===== src/rtl/layer_xfer_ctrl.sv =====
// Layer transfer controller: walks a dim_x * dim_y * num_ch tensor in x-fastest order,
// issuing source reads and echoing them RD_LAT cycles later as sequential destination writes.
module layer_xfer_ctrl #(
   parameter int RD_LAT = 1,
   parameter int IDX_W  = 16
) (
   input  logic             clk,
   input  logic             reset,
   input  logic             start,
   input  logic             hold,
   input  logic [IDX_W-1:0] cfg_dim_x,
   input  logic [IDX_W-1:0] cfg_dim_y,
   input  logic [IDX_W-1:0] cfg_num_ch,
   output logic             busy,
   output logic             done,
   output logic             src_rd_en,
   output logic [IDX_W-1:0] src_x,
   output logic [IDX_W-1:0] src_y,
   output logic [IDX_W-1:0] src_ch,
   output logic             dst_wr_en,
   output logic [IDX_W-1:0] dst_addr
);

   typedef enum logic [1:0] {
      IDLE,
      ISSUE,
      DRAIN,
      DONE
   } state_e;

   state_e            state_q, state_d;
   logic [IDX_W-1:0]  dim_x_q, dim_x_d;
   logic [IDX_W-1:0]  dim_y_q, dim_y_d;
   logic [IDX_W-1:0]  num_ch_q, num_ch_d;
   logic [IDX_W-1:0]  x_q, x_d;
   logic [IDX_W-1:0]  y_q, y_d;
   logic [IDX_W-1:0]  ch_q, ch_d;
   logic [IDX_W-1:0]  addr_q, addr_d;
   logic [RD_LAT-1:0] valid_q, valid_d;
   logic              busy_q, busy_d;
   logic              done_q, done_d;

   logic rd_en;
   logic last_x, last_y, last_ch;
   logic cfg_ok;

   always_comb begin
      // NOTE: every _d starts from its _q so no branch of the case below can infer a latch.
      state_d  = state_q;
      dim_x_d  = dim_x_q;
      dim_y_d  = dim_y_q;
      num_ch_d = num_ch_q;
      x_d      = x_q;
      y_d      = y_q;
      ch_d     = ch_q;
      addr_d   = addr_q;

      rd_en   = (state_q == ISSUE) && !hold;
      last_x  = (x_q  == dim_x_q  - IDX_W'(1));
      last_y  = (y_q  == dim_y_q  - IDX_W'(1));
      last_ch = (ch_q == num_ch_q - IDX_W'(1));
      cfg_ok  = (cfg_dim_x != '0) && (cfg_dim_y != '0) && (cfg_num_ch != '0);

      // Read-valid pipeline runs free of hold so every issued read lands exactly RD_LAT later.
      valid_d = (valid_q << 1) | RD_LAT'(rd_en);
      if (valid_q[RD_LAT-1]) begin
         addr_d = addr_q + IDX_W'(1);
      end

      case (state_q)
         IDLE: begin
            if (start) begin
               if (cfg_ok) begin
                  dim_x_d  = cfg_dim_x;
                  dim_y_d  = cfg_dim_y;
                  num_ch_d = cfg_num_ch;
                  x_d      = '0;
                  y_d      = '0;
                  ch_d     = '0;
                  addr_d   = '0;
                  state_d  = ISSUE;
               end else begin
                  state_d  = DONE;
               end
            end
         end
         ISSUE: begin
            if (rd_en) begin
               if (!last_x) begin
                  x_d = x_q + IDX_W'(1);
               end else begin
                  x_d = '0;
                  if (!last_y) begin
                     y_d = y_q + IDX_W'(1);
                  end else begin
                     y_d = '0;
                     if (!last_ch) begin
                        ch_d = ch_q + IDX_W'(1);
                     end else begin
                        ch_d    = '0;
                        state_d = DRAIN;
                     end
                  end
               end
            end
         end
         DRAIN: begin
            // Leave once the write now on dst_wr_en is the last one in flight.
            if (valid_d == '0) begin
               state_d = DONE;
            end
         end
         DONE: begin
            addr_d  = '0;
            state_d = IDLE;
         end
         default: state_d = IDLE;
      endcase

      busy_d = (state_d == ISSUE) || (state_d == DRAIN);
      done_d = (state_d == DONE);
   end

   always_ff @(posedge clk) begin
      if (!reset) begin
         state_q  <= IDLE;
         dim_x_q  <= '0;
         dim_y_q  <= '0;
         num_ch_q <= '0;
         x_q      <= '0;
         y_q      <= '0;
         ch_q     <= '0;
         addr_q   <= '0;
         valid_q  <= '0;
         busy_q   <= 1'b0;
         done_q   <= 1'b0;
      end else begin
         // NOTE: non-blocking updates keep every flop sampling pre-edge values regardless of order.
         state_q  <= state_d;
         dim_x_q  <= dim_x_d;
         dim_y_q  <= dim_y_d;
         num_ch_q <= num_ch_d;
         x_q      <= x_d;
         y_q      <= y_d;
         ch_q     <= ch_d;
         addr_q   <= addr_d;
         valid_q  <= valid_d;
         busy_q   <= busy_d;
         done_q   <= done_d;
      end
   end

   assign busy      = busy_q;
   assign done      = done_q;
   assign src_rd_en = rd_en;
   assign src_x     = x_q;
   assign src_y     = y_q;
   assign src_ch    = ch_q;
   assign dst_wr_en = valid_q[RD_LAT-1];
   assign dst_addr  = addr_q;

endmodule


===== config.mk =====
export PLATFORM = sky130hd
export DESIGN_NAME = layer_xfer_ctrl
export DESIGN_NICKNAME = d
export VERILOG_FILES = /design/src/rtl/layer_xfer_ctrl.sv
export SDC_FILE = /design/constraint.sdc
export NUM_CORES = 1
export LEC_CHECK = 0
export ABC_AREA = 1
export BUFFER_PORTS_ARGS = -buffer_cell sky130_fd_sc_hd__clkbuf_2
export CORE_ASPECT_RATIO = 0.8
export CORE_UTILIZATION = 40
export CTS_BUF_LIST = sky130_fd_sc_hd__clkbuf_4
export DETAILED_ROUTE_END_ITERATION = 10
export PLACE_DENSITY = 0.7
export SLEW_MARGIN = 10
export SYNTH_ARGS = -nofsm -noshare
export SYNTH_HDL_FRONTEND = slang
export SYNTH_SLANG_ARGS = --single-unit
export TNS_END_PERCENT = 10

===== constraint.sdc =====
create_clock -name clk -period 3.05 [get_ports clk]
set_input_delay 0 -clock clk [delete_from_list [all_inputs] [get_ports clk]]
set_output_delay 0 -clock clk [all_outputs]
set_load 0.03 [all_outputs]

# Yosys cells after proc, flatten, opt, wreduce, memory -nomap -nowiden
# Index checks and enable logic that the tools add are counted.
# Widths: inputs -> output; s select.
classes:
  n_addsub: 7
  eq_ne: 14
  mux: 26
  n_reduce_logical: 14
ops:
  columns: ["cell", "count"]
  rows:
  - ["$mux 16", 14]
  - ["$pmux 16 s2", 4]
  - ["$add 16x1->16 const B", 4]
  - ["$eq 16x16->1", 3]
  - ["$reduce_bool 16->1", 3]
  - ["$sub 16x1->16 const B", 3]
  - ["$mux 2", 7]
  - ["$ne 2x2->1 const B", 5]
  - ["$eq 2x2->1 const B", 4]
  - ["$pmux 2 s4", 1]
  - ["$reduce_and 6->1", 1]
  - ["$reduce_and 5->1", 1]
  - ["$eq 2x1->1 const B", 2]
  - ["$reduce_and 4->1", 1]
  - ["$logic_and 1x1->1", 3]
  - ["$reduce_and 3->1", 1]
  - ["$logic_not 2->1", 1]
  - ["$reduce_bool 2->1", 1]
  - ["$logic_not 1->1", 1]
  - ["$logic_or 1x1->1", 1]
word_totals:
  elab_cells: 72
  out_inout_bits: 68
  in_bits: 52
  ff_bits: 117

# Longest topological paths before layout
depth:
  ltp_word: 9
  depth_mapped: 23
  ltp_nobuf: 23

# Least setup slack after synthesis
# OpenSTA, ideal clock, no wires.
synth_timing:
  path_type: "flip-flop to flip-flop"
  start: "register state_q[1]"
  end: "register ch_q[15] (netlist: src_ch[15])"
  required_time_ns: 2.915
  n_path_buf: 3
  synth_period_minus_slack_ns: 2.482
  setup_ns: 0.135
  slack_ns: 0.568
  path_stages_with_launch: 15
  t_arrival_ns: 2.347
  path_cell_list: "dfxtp_1 > inv_1 > ha_1 > buf_4 > inv_1 > nor2_1 > inv_1 > o21ai_0 > nand2_1 > buf_2 > a21oi_4 > nand2_4 > buf_6 > nand2_1 > a21oi_2"
synth_via:
  elab_chain_len: 4
  word_cells_on_any_way: 11
  cone_classes: "eq/ne: 6; mux: 1; reduce/logical: 4"
synth_rtl:
  columns: ["element", "line_no", "rtl"]
  rows:
  - ["start, declared", "31", "state_e state_q, state_d;"]
  - ["start signal, assigned", "139", "state_q <= state_d;"]
  - ["$eq 2x1->1", "58", "rd_en = (state_q == ISSUE) && !hold;"]
  - ["$logic_and 1x1->1", "58", null]
  - ["named net src_rd_en", "16", "output logic src_rd_en,"]
  - ["$ne 2x2->1 (no line)", null, null]
  - ["$reduce_and 6->1 (no line)", null, null]
  - ["end signal, assigned", "145", "ch_q <= ch_d;"]
  - ["end, declared", "37", "logic [IDX_W-1:0] ch_q, ch_d;"]
# The timed path passes the listed nets, and every way through them passes these cells.
# A chain may end at the register's enable or synchronous reset.

# Worst setup path in the final report
layout_timing:
  start: "input cfg_num_ch[11]"
  end: "register x_q[9] (netlist: src_x[9])"
layout_via:
  elab_chain_len: 4
layout_rtl:
  columns: ["element", "line_no", "rtl"]
  rows:
  - ["start, declared", "13", "input logic [IDX_W-1:0] cfg_num_ch,"]
  - ["$reduce_bool 16->1", "62", "cfg_ok = (cfg_dim_x != '0) && (cfg_dim_y != '0) && (cfg_num_ch != '0);"]
  - ["$logic_and 1x1->1", "62", null]
  - ["$ne 2x2->1 (no line)", null, null]
  - ["$reduce_and 4->1 (no line)", null, null]
  - ["end signal, assigned", "130", "x_q <= '0;"]
  - ["end signal, assigned", "143", "x_q <= x_d;"]
  - ["end, declared", "35", "logic [IDX_W-1:0] x_q, x_d;"]
# No other way between the ends.

==> out/qor.csv <==
metric;value;unit
outcome;completed;
Period Utilization, post-route;97.70;%
Final Max Slew Viols;0;
Vias;8094;
GRT Residual Overflow;0;
first-pass GRT wire length;36.51;mm
CTS buffer count;17;
vias in the first global route;7438;
Seq/Total Area, Yosys;30.84;%
Longest Clk Path Bufs;2;
fmax;335.6;MHz
asr flop ratio synth;0;%
Critical Path Max Stage Delay;0.90;ns
Gate Count Post-Synth;1175;
routability cong.;0.9253;
Setup TNS;0;ns
Vias/cell;5.006;
Data required, critical path;3.53;ns
Die Y;125.2;um
die extent in x;156.1;um
Post CTS Setup Buffer Count;0;
Initial DRC Count;501;
Die Area;19550;um^2
WL per Instance;13.71;um
WP data arrival;3.46;ns
Avg Cell Area, Syn;6.464;um^2
Synth Warn #;0;
initial antenna violation count;0;
CP delay by family, top;simple AND/OR/NAND/NOR gates;
Slew @ Worst Pin;1.064;ns
GRT Total Usage;23.47;%
clock root buffer;clkbuf_4;
initial core utilization;41.30;%
crit-path cells;dlygate4sd3_1, clkbuf_2, nor4_1, nand4_1, nand2_1, nor2_1, nand2_1, nand2_1, nand2_1, inv_1, nand2_4, nand2_1, nor3b_1;
drt pass-1 iters;5;
static leakage;4.158;nW
Startpoint Class;primary input;
share of cells above drive strength 1;17.23;%
core area;18390;um^2
Core Rows;44;
pin count of the biggest net entering global routing;59;
Setup crit end kind;flip-flop;
Unique masters post-synth;51;
Tot Pwr;4.559;mW
Post-synth EDFFs;0;
post-layout util;50.59;%
CP dominant cell by count;nand2_1;
Clock Sinks;117;
num ports;120;
WS Path Type;primary input to flip-flop;
Total Wirelength;22.18;mm
Routed Antenna Nets;0;
Synth Register Bits;117;
DRC;0;
Slew Limit Headroom;28.43;%
max capacitance violation total;0;
area growth from synthesis to layout;22.49;%
clk_lat worst skew;0.56;ns
detailed placement HPWL;16.62;mm
Crit Path Max Fanout;17;
count of final setup violators;0;
worst hold path class;primary input to flip-flop;
ant diodes;0;
power per cell area;490.1;nW/um^2
top_reg_cell synth;dfxtp_1;
Tmin final;2.980;ns
Post-Syn Area;7595;um^2
CTS tree;yes;
H-Tree Depth;4;
IO buf count;119;
CP max stage cell;nor4_1;
# nets final;1414;
Clk pin slew, worst setup/hold paths;0.12;ns
Bufs and invs on worst path;3;
Post-Syn Nets;1238;
RSZ-0062 raised after global routing;false;
VDD IR max;0.0002955;V
skew final;0.01958;ns
final hold violations;0;
==> cell usage after synthesis (14+ instances only) <==
cell type  instances  share of area, %
a21oi_1           55               3.6
clkbuf_1          20              0.99
dfxtp_1          117                31
inv_1            120               5.9
nand2_1          259                13
nand3_1           84               5.5
nand4_1           31               2.6
nor2_1           194               9.6
nor3_1            31               2.0
nor4_1            14               1.2
o21ai_0           67               4.4
xnor2_1           20               2.3
xor2_1            48               5.5
==> worst register-to-register path, cell delays in order, from the launching register on <==
cell	delay, ns
dfxtp_1	0.34
inv_1	0.14
ha_1	0.23
nand3_2	0.17
nor2_4	0.23
nand3_1	0.09
nand2_1	0.08
nand2_1	0.05
nor2_1	0.08
nand2_1	0.06
nor2_1	0.09
nand2_1	0.11
nor2_1	0.15
nand2_1	0.08
nand3_1	0.07
nand3_1	0.06
o21ai_0	0.10
inv_1	0.07
ha_1	0.27
nand2_1	0.06
inv_1	0.04
==> cell usage in the layout, fill, tap and decap left out, drive strengths merged, types with 5 or more instances in the layout <==
master / netlist / final
nand2: 272 / 272
xnor2: 20 / 20
clkinvlp: 0 / 5
nand3b: 8 / 8
nand4: 31 / 31
ha: 11 / 11
nor4: 14 / 14
dlygate4sd3: 0 / 51
xor2: 49 / 49
dfxtp: 117 / 117
nand3: 91 / 91
or2: 8 / 8
nor3b: 5 / 5
clkinv: 1 / 5
inv: 126 / 130
clkbuf: 21 / 136
buf: 12 / 20
nor3: 32 / 32
a21oi: 62 / 62
o21ai: 72 / 72
nor2: 207 / 207
==> final cells by class <==
cell class / count / area [um^2]
Inverter: 127 / 476.7
Timing Repair Buffer: 190 / 1269
Clock buffer: 17 / 127.6
Sequential cell: 117 / 2342
Multi-Input combinational cell: 898 / 4617
Tap cell: 253 / 316.6
Fill cell: 1890 / 9085
Clock inverter: 15 / 153.9
==> flip-flops by register name, summed over array words and instances, names as in the netlist <==
| name | cells |
|---|---|
| state_q | 2 |
| dim_y_q | 16 |
| dst_wr_en | 1 |
| dim_x_q | 16 |
| src_x | 16 |
| dst_addr | 16 |
| src_ch | 16 |
| busy | 1 |
| done | 1 |
| src_y | 16 |
| num_ch_q | 16 |
==> through the flow <==
step | hold slack (ns) | std cells | cell area, um^2 | worst slack [ns]
6_report | 0.2151 | 1617 | 9303 | 0.07017
5_1_grt | 0.1957 | 1617 | 9303 | 0.001597
4_1_cts | 0.1798 | 1617 | 9281 | 0.2037
3_5_place_dp | 0.2492 | 1534 | 8489 | 0.1547
3_3_place_gp | 0.2463 | 1534 | 8489 | 0.2332
2_1_floorplan | 0.1189 | 1175 | 7595 | 0.5685
==> layer usage <==
| layer | routed length [um] | up-vias | track usage [%] |
|---|---|---|---|
| li1 | - | 4176 | - |
| met1 | 11200 | 3628 | 33.45 |
| met2 | 9286 | 261 | 35.50 |
| met3 | 1440 | 29 | 5.130 |
| met4 | 244 | 0 | 6.113 |
| met5 | 0 | - | 0 |
==> logic make-up (layout without fill, tap and decap cells) <==
| logic type | count (synthesis) | count (layout) | synth area share, % |
|---|---|---|---|
| AO/OA/AOI/OAI | 146 | 146 | 10.84 |
| XOR/XNOR | 69 | 69 | 8.056 |
| adder cells (fa/ha/maj) | 11 | 11 | 1.812 |
| buffers and inverters | 160 | 349 | 8.649 |
| flip-flops | 117 | 117 | 30.84 |
| multiplexers | 1 | 1 | 0.1318 |
| AND/OR/NAND/NOR | 671 | 671 | 39.67 |
==> power breakdown <==
group | leakage, nW | total, mW | internal, mW | switching [mW]
Sequential | 0.955 | 1.76 | 1.64 | 0.125
Clock | 0.137 | 1.18 | 0.488 | 0.692
Combinational | 3.07 | 1.62 | 0.555 | 1.06
Total | 4.16 | 4.56 | 2.68 | 1.88
==> timing repair <==
item,in CTS,in global routing
setup endpoints to repair,0,3
endpoints found under the hold margin,54,0
gates resized for setup,0,5
hold buffers,51,0
==> final timing paths <==
kind                                      from      endpoint  slack, ns  cells after the start
worst max-delay path            cfg_num_ch[11]      src_x[9]       0.07                     13
worst min-delay path            cfg_num_ch[14]  num_ch_q[14]       0.22                      4
worst max register to register     num_ch_q[0]          busy       0.41                     20
worst min register to register      dim_y_q[1]    dim_y_q[1]       0.50                      2
No activity file was read; power rests on OpenSTA's default activity.
